$ cat config.mk
export PLATFORM = sky130hd
export DESIGN_NAME = s2mm_cmd_sched_flat
export DESIGN_NICKNAME = d
export VERILOG_FILES = /design/src/rtl/s2mm_cmd_sched_if.sv /design/src/rtl/s2mm_cmd_sched.sv /design/src/flat_wrapper.sv
export SDC_FILE = /design/constraint.sdc
export NUM_CORES = 1
export LEC_CHECK = 0
export CAP_MARGIN = 0
export CELL_PAD_IN_SITES_DETAIL_PLACEMENT = 0
export CELL_PAD_IN_SITES_GLOBAL_PLACEMENT = 1
export CORE_ASPECT_RATIO = 0.75
export CORE_MARGIN = 2
export CORE_UTILIZATION = 42
export CTS_BUF_LIST = sky130_fd_sc_hd__clkbuf_8 sky130_fd_sc_hd__clkbuf_16
export CTS_CLUSTER_SIZE = 14
export DETAILED_ROUTE_END_ITERATION = 8
export PLACE_DENSITY = 0.9
export SYNTH_ARGS = -nofsm -noshare
export SYNTH_HDL_FRONTEND = slang
export SYNTH_SLANG_ARGS = --single-unit
$ cat constraint.sdc
create_clock -name axis_st_clk -period 13.9 [get_ports axis_st_clk]
set_input_delay 2.78 -clock axis_st_clk [delete_from_list [all_inputs] [get_ports axis_st_clk]]
set_output_delay 2.78 -clock axis_st_clk [all_outputs]
set_load 0.1 [all_outputs]
$ cat src/rtl/s2mm_cmd_sched_if.sv
// Datamover command and status streams between the scheduler and the S2MM datamover.
// Handshake: a beat moves on a rising clock edge where tvalid && tready are both 1;
// once tvalid is raised, tdata holds steady and tvalid stays high until that beat moves.
interface s2mm_cmd_sched_if;
    logic [71:0] m_axis_cmd_tdata;
    logic        m_axis_cmd_tvalid;
    logic        m_axis_cmd_tready;
    logic [7:0]  s_axis_sts_tdata;
    logic        s_axis_sts_tvalid;
    logic        s_axis_sts_tready;

    // Scheduler side: drives commands, consumes status
    modport master (
        output m_axis_cmd_tdata,
        output m_axis_cmd_tvalid,
        input  m_axis_cmd_tready,
        input  s_axis_sts_tdata,
        input  s_axis_sts_tvalid,
        output s_axis_sts_tready
    );

    // Datamover side: consumes commands, produces status
    modport slave (
        input  m_axis_cmd_tdata,
        input  m_axis_cmd_tvalid,
        output m_axis_cmd_tready,
        output s_axis_sts_tdata,
        output s_axis_sts_tvalid,
        input  s_axis_sts_tready
    );
endinterface

$ cat src/rtl/s2mm_cmd_sched.sv
// S2MM capture command scheduler: splits a region into chunked datamover commands,
// bounds the number in flight, retires them on status beats and reports done/error.
module s2mm_cmd_sched #(
    parameter int unsigned CHUNK_BYTES     = 4096,
    parameter int unsigned MAX_OUTSTANDING = 4
) (
    input  logic                axis_st_clk,
    input  logic                axis_st_rstb,
    input  logic                write_start_i,
    input  logic                write_stop_i,
    input  logic                write_reset_i,
    input  logic                continuous_i,
    input  logic [31:0]         start_address_i,
    input  logic [31:0]         cap_size_i,
    s2mm_cmd_sched_if.master    dm,
    output logic                busy_o,
    output logic                cap_done_o,
    output logic                cap_err_o,
    output logic [7:0]          err_status_o,
    output logic [31:0]         cur_addr_o,
    output logic [15:0]         wrap_count_o,
    output logic [2:0]          dbg_state_o
);

    typedef enum logic [2:0] {
        IDLE  = 3'd0,
        ISSUE = 3'd1,
        DRAIN = 3'd2,
        DONE  = 3'd3,
        ERR   = 3'd4
    } state_t;

    localparam logic [31:0] CHUNK32 = 32'(CHUNK_BYTES);
    localparam logic [3:0]  MAX_OUT = 4'(MAX_OUTSTANDING);

    state_t      state_q, state_d;
    logic [31:0] cur_addr_q, cur_addr_d;
    logic [31:0] remaining_q, remaining_d;
    logic [31:0] base_q, base_d;
    logic [31:0] size_q, size_d;
    logic        cont_q, cont_d;
    logic [3:0]  tag_q, tag_d;
    logic [3:0]  exp_tag_q, exp_tag_d;
    logic [3:0]  outst_q, outst_d;
    logic        stop_q, stop_d;
    logic        errp_q, errp_d;
    logic        done_q, done_d;
    logic        err_q, err_d;
    logic [7:0]  err_status_q, err_status_d;
    logic [15:0] wrap_q, wrap_d;

    logic        cmd_tvalid;
    logic        hs;
    logic        sts_acc;
    logic        sts_bad;
    logic        new_fail;
    logic        last;
    logic [22:0] btt;
    logic [7:0]  sts;

    // Presented command is a pure function of registers, so it cannot change while stalled
    assign sts        = dm.s_axis_sts_tdata;
    assign cmd_tvalid = (state_q == ISSUE) && (outst_q < MAX_OUT);
    assign btt        = (remaining_q < CHUNK32) ? remaining_q[22:0] : CHUNK32[22:0];
    assign last       = (remaining_q <= CHUNK32);
    assign hs         = cmd_tvalid && dm.m_axis_cmd_tready;
    assign sts_acc    = dm.s_axis_sts_tvalid && (outst_q != 4'd0);
    assign sts_bad    = !sts[7] || (|sts[6:4]) || (sts[3:0] != exp_tag_q);
    assign new_fail   = sts_acc && sts_bad && !err_q;

    assign dm.m_axis_cmd_tvalid = cmd_tvalid;
    assign dm.m_axis_cmd_tdata  = cmd_tvalid ?
        {4'h0, tag_q, cur_addr_q, 1'b0, 1'b1, 6'd0, 1'b1, btt} : 72'd0;
    assign dm.s_axis_sts_tready = 1'b1;

    assign busy_o       = (state_q == ISSUE) || (state_q == DRAIN);
    assign cap_done_o   = done_q;
    assign cap_err_o    = err_q;
    assign err_status_o = err_status_q;
    assign cur_addr_o   = cur_addr_q;
    assign wrap_count_o = wrap_q;
    assign dbg_state_o  = state_q;

    // State and datapath registers
    always_ff @(posedge axis_st_clk or negedge axis_st_rstb) begin
        if (!axis_st_rstb) begin
            state_q      <= IDLE;
            cur_addr_q   <= 32'd0;
            remaining_q  <= 32'd0;
            base_q       <= 32'd0;
            size_q       <= 32'd0;
            cont_q       <= 1'b0;
            tag_q        <= 4'd0;
            exp_tag_q    <= 4'd0;
            outst_q      <= 4'd0;
            stop_q       <= 1'b0;
            errp_q       <= 1'b0;
            done_q       <= 1'b0;
            err_q        <= 1'b0;
            err_status_q <= 8'd0;
            wrap_q       <= 16'd0;
        end else begin
            state_q      <= state_d;
            cur_addr_q   <= cur_addr_d;
            remaining_q  <= remaining_d;
            base_q       <= base_d;
            size_q       <= size_d;
            cont_q       <= cont_d;
            tag_q        <= tag_d;
            exp_tag_q    <= exp_tag_d;
            outst_q      <= outst_d;
            stop_q       <= stop_d;
            errp_q       <= errp_d;
            done_q       <= done_d;
            err_q        <= err_d;
            err_status_q <= err_status_d;
            wrap_q       <= wrap_d;
        end
    end

    // Next-state: command bookkeeping, status retirement, FSM transitions, then abort
    always_comb begin
        state_d      = state_q;
        cur_addr_d   = cur_addr_q;
        remaining_d  = remaining_q;
        base_d       = base_q;
        size_d       = size_q;
        cont_d       = cont_q;
        tag_d        = tag_q;
        exp_tag_d    = exp_tag_q;
        stop_d       = stop_q;
        errp_d       = errp_q;
        done_d       = done_q;
        err_d        = err_q;
        err_status_d = err_status_q;
        wrap_d       = wrap_q;
        outst_d      = outst_q + {3'd0, hs} - {3'd0, sts_acc};

        if (sts_acc) begin
            exp_tag_d = exp_tag_q + 4'd1;
        end
        if (new_fail) begin
            err_d        = 1'b1;
            err_status_d = sts;
        end

        if (hs) begin
            tag_d = tag_q + 4'd1;
            if (last && cont_q) begin
                // Ring mode: restart at the base for the next pass
                cur_addr_d  = base_q;
                remaining_d = size_q;
                if (wrap_q != 16'hFFFF) begin
                    wrap_d = wrap_q + 16'd1;
                end
            end else begin
                cur_addr_d  = cur_addr_q + {9'd0, btt};
                remaining_d = remaining_q - {9'd0, btt};
            end
        end

        case (state_q)
            IDLE, DONE, ERR: begin
                if (write_start_i) begin
                    base_d       = start_address_i;
                    size_d       = cap_size_i;
                    cont_d       = continuous_i;
                    cur_addr_d   = start_address_i;
                    remaining_d  = cap_size_i;
                    done_d       = 1'b0;
                    err_d        = 1'b0;
                    err_status_d = 8'd0;
                    wrap_d       = 16'd0;
                    stop_d       = 1'b0;
                    errp_d       = 1'b0;
                    if (cap_size_i == 32'd0) begin
                        state_d = DONE;
                        done_d  = 1'b1;
                    end else begin
                        state_d = ISSUE;
                    end
                end else if (new_fail) begin
                    state_d = ERR;
                end
            end
            ISSUE: begin
                if (new_fail || errp_q) begin
                    // A stalled command must still complete before issuing stops
                    if (cmd_tvalid && !dm.m_axis_cmd_tready) begin
                        errp_d = 1'b1;
                    end else begin
                        errp_d  = 1'b0;
                        state_d = ERR;
                    end
                end else if (hs && last && !cont_q) begin
                    stop_d  = 1'b0;
                    state_d = DRAIN;
                end else if (stop_q || write_stop_i) begin
                    if (!cmd_tvalid || hs) begin
                        stop_d  = 1'b0;
                        state_d = DRAIN;
                    end else begin
                        stop_d = 1'b1;
                    end
                end
            end
            DRAIN: begin
                if (new_fail) begin
                    state_d = ERR;
                end else if (outst_q == 4'd0) begin
                    state_d = DONE;
                    done_d  = 1'b1;
                end
            end
            default: state_d = IDLE;
        endcase

        if (write_reset_i) begin
            state_d      = IDLE;
            cur_addr_d   = 32'd0;
            remaining_d  = 32'd0;
            tag_d        = 4'd0;
            exp_tag_d    = 4'd0;
            outst_d      = 4'd0;
            stop_d       = 1'b0;
            errp_d       = 1'b0;
            done_d       = 1'b0;
            err_d        = 1'b0;
            err_status_d = 8'd0;
            wrap_d       = 16'd0;
        end
    end

endmodule
$ cat src/flat_wrapper.sv
// flat-port wrapper written by rule: the top's interface ports become plain ports
module s2mm_cmd_sched_flat 
#(
    parameter int unsigned CHUNK_BYTES     = 4096,
    parameter int unsigned MAX_OUTSTANDING = 4
)
  (axis_st_clk, axis_st_rstb, write_start_i, write_stop_i, write_reset_i, continuous_i, start_address_i, cap_size_i, busy_o, cap_done_o, cap_err_o, err_status_o, cur_addr_o, wrap_count_o, dbg_state_o, dm_m_axis_cmd_tdata, dm_m_axis_cmd_tvalid, dm_m_axis_cmd_tready, dm_s_axis_sts_tdata, dm_s_axis_sts_tvalid, dm_s_axis_sts_tready);
  s2mm_cmd_sched_if dm_i ();
  input  logic axis_st_clk;
  input  logic axis_st_rstb;
  input  logic write_start_i;
  input  logic write_stop_i;
  input  logic write_reset_i;
  input  logic continuous_i;
  input  logic [31:0] start_address_i;
  input  logic [31:0] cap_size_i;
  output logic busy_o;
  output logic cap_done_o;
  output logic cap_err_o;
  output logic [7:0] err_status_o;
  output logic [31:0] cur_addr_o;
  output logic [15:0] wrap_count_o;
  output logic [2:0] dbg_state_o;
  output wire logic [$bits(dm_i.m_axis_cmd_tdata)-1:0] dm_m_axis_cmd_tdata;
  output wire logic [$bits(dm_i.m_axis_cmd_tvalid)-1:0] dm_m_axis_cmd_tvalid;
  input wire logic [$bits(dm_i.m_axis_cmd_tready)-1:0] dm_m_axis_cmd_tready;
  input wire logic [$bits(dm_i.s_axis_sts_tdata)-1:0] dm_s_axis_sts_tdata;
  input wire logic [$bits(dm_i.s_axis_sts_tvalid)-1:0] dm_s_axis_sts_tvalid;
  output wire logic [$bits(dm_i.s_axis_sts_tready)-1:0] dm_s_axis_sts_tready;
  assign dm_m_axis_cmd_tdata = dm_i.m_axis_cmd_tdata;
  assign dm_m_axis_cmd_tvalid = dm_i.m_axis_cmd_tvalid;
  assign dm_i.m_axis_cmd_tready = dm_m_axis_cmd_tready;
  assign dm_i.s_axis_sts_tdata = dm_s_axis_sts_tdata;
  assign dm_i.s_axis_sts_tvalid = dm_s_axis_sts_tvalid;
  assign dm_s_axis_sts_tready = dm_i.s_axis_sts_tready;
  s2mm_cmd_sched #(.CHUNK_BYTES(CHUNK_BYTES), .MAX_OUTSTANDING(MAX_OUTSTANDING)) u_core (.axis_st_clk(axis_st_clk), .axis_st_rstb(axis_st_rstb), .write_start_i(write_start_i), .write_stop_i(write_stop_i), .write_reset_i(write_reset_i), .continuous_i(continuous_i), .start_address_i(start_address_i), .cap_size_i(cap_size_i), .dm(dm_i), .busy_o(busy_o), .cap_done_o(cap_done_o), .cap_err_o(cap_err_o), .err_status_o(err_status_o), .cur_addr_o(cur_addr_o), .wrap_count_o(wrap_count_o), .dbg_state_o(dbg_state_o));
endmodule
-- Word level (Yosys, flattened, before mapping)
Index checks and enable logic that the tools add are counted.
- register bits: 172
- input port bits: 80
- word-level logic and storage cells: 137
- add/subtract/negate cells: 7
- order comparisons: 3
- equality and inequality tests: 17
- mux-type cells: 60
- reduce and logical (&&, ||, !) cells: 35
- operators by type and width (cell ; number):
    $mux W32 ; 10
    $mux W16 ; 6
    $mux W68 ; 1
    $add A32 B23 Y32 ; 1
    $le A32 B13 Y1 const B ; 1
    $logic_not A32 Y1 ; 1
    $lt A32 B13 Y1 const B ; 1
    $mux W8 ; 4
    $sub A32 B23 Y32 ; 1
    $mux W3 ; 10
    $mux W23 ; 1
    $mux W4 ; 5
    $mux W1 ; 18
    $add A16 B1 Y16 const B ; 1
    $ne A16 B16 Y1 const B ; 1
    $ne A3 B3 Y1 const B ; 5
    $ne A5 B5 Y1 const B ; 2
    $logic_and A1 B1 Y1 ; 9
    $pmux W3 S3 ; 1
    $add A4 B1 Y4 const B ; 2
    $ne A4 B3 Y1 const B ; 2
    $ne A4 B4 Y1 const B ; 2
    $reduce_and A4 Y1 ; 2
    $eq A3 B2 Y1 const B ; 2
    19 further kinds ; 33

-- Depth between registers and ports, before layout
Gate-level depths: netlist of run 1.
- depth in word-level cells: 10
- gate-level depth with buffers: 15
- mapped depth without buffers: 13

-- Worst setup path after synthesis of run 1
No wires, ideal clock.
- kind: flip-flop to output port
- from: register u_core.state_q[2] (netlist: u_core.dbg_state_o[2])
- to: output port dm_m_axis_cmd_tdata[12]
- arrival: 3.413 ns
- required time: 11.120 ns
- setup slack: 7.707 ns
- stages on the path, launching flop included: 6
- cells stage by stage: dfrtp_1 clkbuf_1 nor4bb_1 clkbuf_1 clkbuf_1 and2_1
- longest elaborated chain between the ends: 3
- ends and longest elaborated chain (element ; line ; text):
    from (decl) ; s2mm_cmd_sched.sv:36 ; state_t state_q, state_d;
    from (signal assigned) ; s2mm_cmd_sched.sv:103 ; state_q <= state_d;
    $eq A3 B1 Y1 ; s2mm_cmd_sched.sv:63 ; assign cmd_tvalid = (state_q == ISSUE) && (outst_q < MAX_OUT);
    $logic_and A1 B1 Y1 ; s2mm_cmd_sched.sv:63 ;
    net dm_m_axis_cmd_tvalid ; flat_wrapper.sv:25 ; output wire logic [$bits(dm_i.m_axis_cmd_tvalid)-1:0] dm_m_axis_cmd_tvalid;
    $mux W68 ; s2mm_cmd_sched.sv:72 ; assign dm.m_axis_cmd_tdata = cmd_tvalid ?
    to (decl) ; flat_wrapper.sv:24 ; output wire logic [$bits(dm_i.m_axis_cmd_tdata)-1:0] dm_m_axis_cmd_tdata;
The timed path passes the listed nets, and every way through them passes these cells.

-- Worst setup path after layout of run 1
- from: register u_core.remaining_q[19]
- to: output port dm_m_axis_cmd_tdata[12]
- longest elaborated chain between the ends: 3
- ends and longest elaborated chain (element ; line ; text):
    from (decl) ; s2mm_cmd_sched.sv:38 ; logic [31:0] remaining_q, remaining_d;
    from (signal assigned) ; s2mm_cmd_sched.sv:105 ; remaining_q <= remaining_d;
    $lt A32 B13 Y1 ; s2mm_cmd_sched.sv:64 ; assign btt = (remaining_q < CHUNK32) ? remaining_q[22:0] : CHUNK32[22:0];
    $mux W23 ; s2mm_cmd_sched.sv:64 ;
    $mux W68 ; s2mm_cmd_sched.sv:72 ;
Every way passes these cells.

==> results of run 1 <==
-- worst paths after layout --
path                                        startpoint                 endpoint  slack (ps)  depth (start not counted)
worst min register to register        u_core.size_q[5]         u_core.size_q[5]         480                          2
worst max register to register  u_core.remaining_q[19]    u_core.cur_addr_o[30]        9350                         15
min in group asynchronous                 axis_st_rstb     u_core.cur_addr_o[6]        2390                          1
worst min-delay path                  u_core.size_q[5]         u_core.size_q[5]         480                          2
max in group asynchronous                 axis_st_rstb    u_core.remaining_q[5]        9830                          2
worst max-delay path            u_core.remaining_q[19]  dm_m_axis_cmd_tdata[12]        7510                          7
-- layout by cell type (no fill, tap or decap), types with 19 or more instances in the layout --
| cell type | count |
|---|---|
| dfrtp_1 | 172 |
| and2_1 | 57 |
| and3_1 | 22 |
| a21o_1 | 19 |
| inv_1 | 23 |
| o21ai_0 | 60 |
| xnor2_1 | 19 |
| o211ai_1 | 19 |
| nor2_1 | 102 |
| clkdlybuf4s50_1 | 191 |
| a211oi_1 | 20 |
| a21oi_1 | 84 |
| nand2_1 | 284 |
| ha_1 | 34 |
| nand3_1 | 29 |
| nor3_1 | 37 |
| conb_1 | 33 |
-- power by group --
part           switching [W]  internal [W]
Combinational       0.000791      0.000342
Sequential          0.000142      0.000646
Clock               0.000221      0.000307
-- kinds of logic after synthesis --
| family | count (synthesis) |
|---|---|
| simple gates | 630 |
| mux | 18 |
| fa+ha+maj | 36 |
| flops | 172 |
| compound gates | 333 |
| buf+inv | 127 |
| xor+xnor | 32 |
| other cells | 2 |
-- routing by layer --
metal | wire length [um] | up-vias | GRT usage, %
met4 | 501 | 0 | 7.04
met5 | 0 | - | 0
met2 | 15600 | 363 | 38.8
li1 | - | 5072 | -
met3 | 2320 | 38 | 4.77
met1 | 16800 | 5144 | 37.7
-- worst max-delay path: stages (launching register included) --
cell             delay, ps
dfrtp_1                420
nor4_1                 480
nand2_2                310
nor3_2                 260
buf_4                  300
inv_1                  220
and2_1                 200
clkdlybuf4s50_1        960
-- area by class of cell --
class                   instances  share of cell area (%)
clock buffers                  18                    3.17
clock inverters                14                    1.40
inverters                      22                   0.596
multi-input cells            1082                    45.9
flip-flops and latches        172                    31.1
well taps                     344                    3.11
repair buffers                209                    14.8
-- stage by stage --
stage	instance area, um^2	hold WS [ps]
after floorplan	11200	439
after global placement	13200	454
after detailed placement	13200	459
after CTS	13800	476
after global routing	13800	492
final	13800	476
-- state kept, by name, summed over array words and instances (netlist names) --
name and flops:
u_core.wrap_count_o 16, u_core.stop_q 1, u_core.outst_q 4, u_core.cur_addr_o 32, u_core.exp_tag_q 4, u_core.errp_q 1, u_core.dbg_state_o 3, u_core.tag_q 4
u_core.base_q 32, u_core.err_status_o 8, u_core.cap_done_o 1, u_core.size_q 32, u_core.cont_q 1, u_core.cap_err_o 1, u_core.remaining_q 32
==> run_results.csv, run 1 <==
group,metric,value,unit
yosys,ys_ff_latch,172,
route,drt_wl_total,35200,um
layout,finish.utilization,53.3,%
global_route,grt_max_degree,98,
yosys,synth_compound_area_share,20.2,%
clocking,htree_levels,4,
yosys,synthXorXnorAreaFrac,2.53,%
yosys,synthFlopType,"dfrtp_1",
layout,fillers,2470,
clocking,cts_buffers,17,
placed_design,routabilityCongestion,0.909,
power,power_per_cell_area,177,nW/um^2
route,antenna_left,0,
route,vias,10617,
yosys,synth_area,11100,um^2
layout,diodes,0,
clocking,hold_buffers,0,
min_path,hold_class,"reg2reg",
yosys,synth_top_family_by_area,"simple AND/OR/NAND/NOR gates",
yosys,ys_warn_count,0,
route,vias_per_cell,5.70,
floorplanning,dieWidth,192,um
layout,fin_nets,1620,
yosys,synth.most_common_cell,"nand2_1",
sta,fin_crit_sh,46.0,%
clocking,clock_path_buffers,2,
sta,finalWorstSetupSlack,7510,ps
layout,layout-drive-gt1-share,5.21,%
yosys,synthArstFlopShare,100,%
placed_design,portBuffers,193,
yosys,synth_top_cell_by_area,"dfrtp_1",
yosys,yosys.area.top_type_share,38.8,%
placed_design,dp_slack,8000,ps
yosys,synthTopCellsByArea,"dfrtp_1 39%, nand2_1 9.6%, ha_1 3.8%, a21oi_1 3.8%, nor2_1 3.5%",
global_route,grt_use_total,25.7,%
clocking,post-cts-setup-buffers,0,
placed_design,dp_hpwl,24500,um
sta,tns,0,ps
setup_path,crit_required,11120,ps
route,detail_route.drc_violations,0,
floorplanning,ios,216,
floorplanning,core_area,26000,um^2
sta,period_minus_slack,6390,ps
yosys,yosys-top-cells-count,"284 x nand2_1, 172 x dfrtp_1, 102 x nor2_1, 84 x a21oi_1, 61 x o21ai_0",
yosys,synth_area_per_cell,8.21,um^2
power,p_leak,6.04,nW
route,drt_pass1_iterations,5,
power,vdd_ir_drop_max,101,uV
yosys,synthCells,1350,
global_route,grt_pass1_wl,55900,um
floorplanning,row_count,51,
flow_run,maxCapViolations,0,
yosys,synthSimpleGateAreaFrac,27.2,%
sta,rsz0062_at_grt,"false",
yosys,synth_edf_count,0,
sta,fmax,0.157,GHz
clocking,cts_tree,"done",
clocking,cts_sinks,172,
global_route,antenna_found_initial,0,
sta,worst_pin_slew,1220,ps
floorplanning,die_h,145,um
yosys,ys_types,78,
clocking,clock-root-buffer,"clkbuf_16",
setup_path,crit_fanout,34,
sta,finClkSkew,10.6,ps
placed_design,numPlacedInstances,1829,
floorplanning,start_util,42.7,%
floorplanning,die_area,27700,um^2
yosys,muxShareOfSynthArea,1.66,%
sta,slew_headroom,18.1,%
yosys,yosysSeqAreaShare,38.8,%
sta,hold_violations,0,
yosys,synthAdderAreaFrac,4.20,%
setup_path,crit_arrival,3610,ps
layout,multi_input_area,6350,um^2
global_route,grt-ovfl-total,0,
setup_path,path_class,"reg2out",
sta,setup_viol,0,
setup_path,crit_path_end_kind,"output port",
layout,area.sequential,4300,um^2
route,wire_per_inst,18.9,um
run_status,status,"completed",
layout,stdcell_count,1861,
layout,syn2layout_area_growth,25.0,%
route,drt_iter0_drc,875,
setup_path,crit_path_start_kind,"flop",
power,p_total,0.00245,W
global_route,grt_pass1_vias,9962,
clocking,clk_latency,450,ps
sta,finalMaxSlewViolations,0,
clocking,postCtsResizedCells,0,
clocking,path_clk_slew,70,ps
Note: power is estimated with default switching activity, not from simulation.
==> run 2, diff against run 1 <==
CORE_UTILIZATION = 35   (was 42)
PLACE_DENSITY = 0.8   (was 0.9)
clock period = 5.6 ns   (was 13.9 ns; I/O delays follow)
==> run_results.csv, run 2 (synthesis gave the netlist of run 1 again) <==
group,metric,value,unit
run_status,status,"completed",
placed_design,portBuffers,193,
min_path,hold_class,"reg2reg",
clocking,clock-root-buffer,"clkbuf_16",
layout,diodes,0,
power,swShare,46.4,%
power,pwr-share-seq,31.8,%
clocking,path_clk_slew,70,ps
setup_path,crit_required,4480,ps
floorplanning,start_util,35.5,%
route,drt_pass1_iterations,7,
floorplanning,die_area,33100,um^2
sta,rsz0062_at_grt,"false",
global_route,grt_max_degree,103,
setup_path,path_class,"reg2out",
floorplanning,row_count,56,
sta,setup_viol,0,
sta,period_minus_slack,4780,ps
route,drt_wl_total,36200,um
sta,tns,0,ps
layout,fin_nets,1626,
clocking,clk_latency,440,ps
clocking,post-cts-setup-buffers,0,
route,wire_per_inst,18.8,um
global_route,grt_pass1_vias,9975,
sta,finalMaxSlewViolations,0,
sta,finClkSkew,9.76,ps
floorplanning,core_area,31200,um^2
placed_design,routabilityCongestion,0.931,
layout,final_common_cell,"nand2_1",
setup_path,crit_arrival,3660,ps
layout,syn2layout_area_growth,26.2,%
sta,hold_violations,0,
clocking,postCtsResizedCells,0,
power,pwr-share-clk,22.1,%
global_route,grt_use_total,22.1,%
flow_run,maxCapViolations,0,
layout,multi_input_area,6350,um^2
power,p_total,0.00615,W
setup_path,crit_path_end_kind,"output port",
layout,layout-drive-gt1-share,6.17,%
clocking,cts_sinks,172,
route,vias_per_cell,5.55,
setup_path,crit_fanout,34,
power,p_comb_share,46.1,%
power,intPower,0.00329,W
setup_path,crit_path_start_kind,"flop",
layout,final_cell_mix,"284 x nand2_1, 179 x clkdlybuf4s50_1, 172 x dfrtp_1",
power,vdd_ir_drop_max,154,uV
global_route,grt-ovfl-total,0,
route,antenna_left,0,
floorplanning,die_h,158,um
clocking,cts_tree,"done",
placed_design,place_area,13300,um^2
placed_design,dp_hpwl,26000,um
layout,fillers,3054,
sta,fmax,0.209,GHz
floorplanning,ios,216,
power,p_switching,0.00285,W
sta,hold_ws,477,ps
layout,finalInstanceArea,14000,um^2
global_route,antenna_found_initial,0,
floorplanning,dieWidth,209,um
power,power_per_cell_area,440,nW/um^2
clocking,hold_buffers,0,
route,drt_iter0_drc,838,
sta,worst_pin_slew,1140,ps
clocking,htree_levels,4,
sta,slew_headroom,23.9,%
power,p_leak,6.11,nW
clocking,cts_buffers,17,
layout,area.sequential,4300,um^2
sta,fin_crit_sh,85.3,%
clocking,clock_path_buffers,2,
route,detail_route.drc_violations,0,
global_route,grt_pass1_wl,57600,um
route,vias,10697,
## run 2: cell types whose count changed in the layout (fill, tap and decap cells not counted), sizes merged
cell	delta
bufinv	+2
buf	+18
clkdlybuf4s50	-12
clkbuf	-1
clkinv	-2
inv	+1
## run 2: worst paths after layout
check,start,to,slack (ps),cells after the start
max,u_core.remaining_q[19],dm_m_axis_cmd_tdata[12],820,7
min,u_core.stop_q,u_core.stop_q,480,1
max reg2reg,u_core.remaining_q[19],u_core.cur_addr_o[31],1200,13
min reg2reg,u_core.stop_q,u_core.stop_q,480,1
max in group asynchronous,axis_st_rstb,u_core.wrap_count_o[11],3920,2
min in group asynchronous,axis_st_rstb,u_core.cur_addr_o[6],680,1
## run 2: per-layer routing
| metal | GRT usage (%) | share of wire [%] | vias up | routed length, um |
|---|---|---|---|---|
| li1 | - | - | 5084 | - |
| met1 | 32.9 | 49 | 5259 | 17800 |
| met2 | 33.9 | 45 | 329 | 16200 |
| met3 | 3.47 | 5.2 | 25 | 1870 |
| met4 | 4.66 | 1.1 | 0 | 396 |
| met5 | 0 | 0 | - | 0 |
## run 2: cell type report
type / instances / share of cell area [%]
tap: 406 / 3.63
clock inverter: 15 / 1.66
timing repair buffer: 215 / 14.8
inverter: 22 / 0.591
sequential: 172 / 30.8
clock buffer: 17 / 3.04
multi-input combinational: 1082 / 45.4
## run 2: critical path, stage by stage (launching register included)
cell	delay, ps
dfrtp_1	430
nor4_1	480
nand2_2	310
nor3_2	260
buf_4	310
inv_1	200
and2_1	240
clkdlybuf4s50_1	970
## run 2: per-stage QoR
step,utilization (%),instances,worst slack [ps]
detailed placement,42.7,1897,1200
finish,44.8,1929,823
global route,44.8,1929,623
global placement,42.7,1897,1230
CTS,44.8,1929,764
floorplan,-,1381,1070
## run 2: power groups by stage
stage	logic (W)	registers (W)	clock network, W
final	0.00283	0.00195	0.00136
after CTS	0.00282	0.00195	0.00138
after floorplan	0.00166	0.00234	0
after global routing	0.00307	0.00201	0.00144
after global placement	0.00278	0.00196	0
after detailed placement	0.00281	0.00196	0
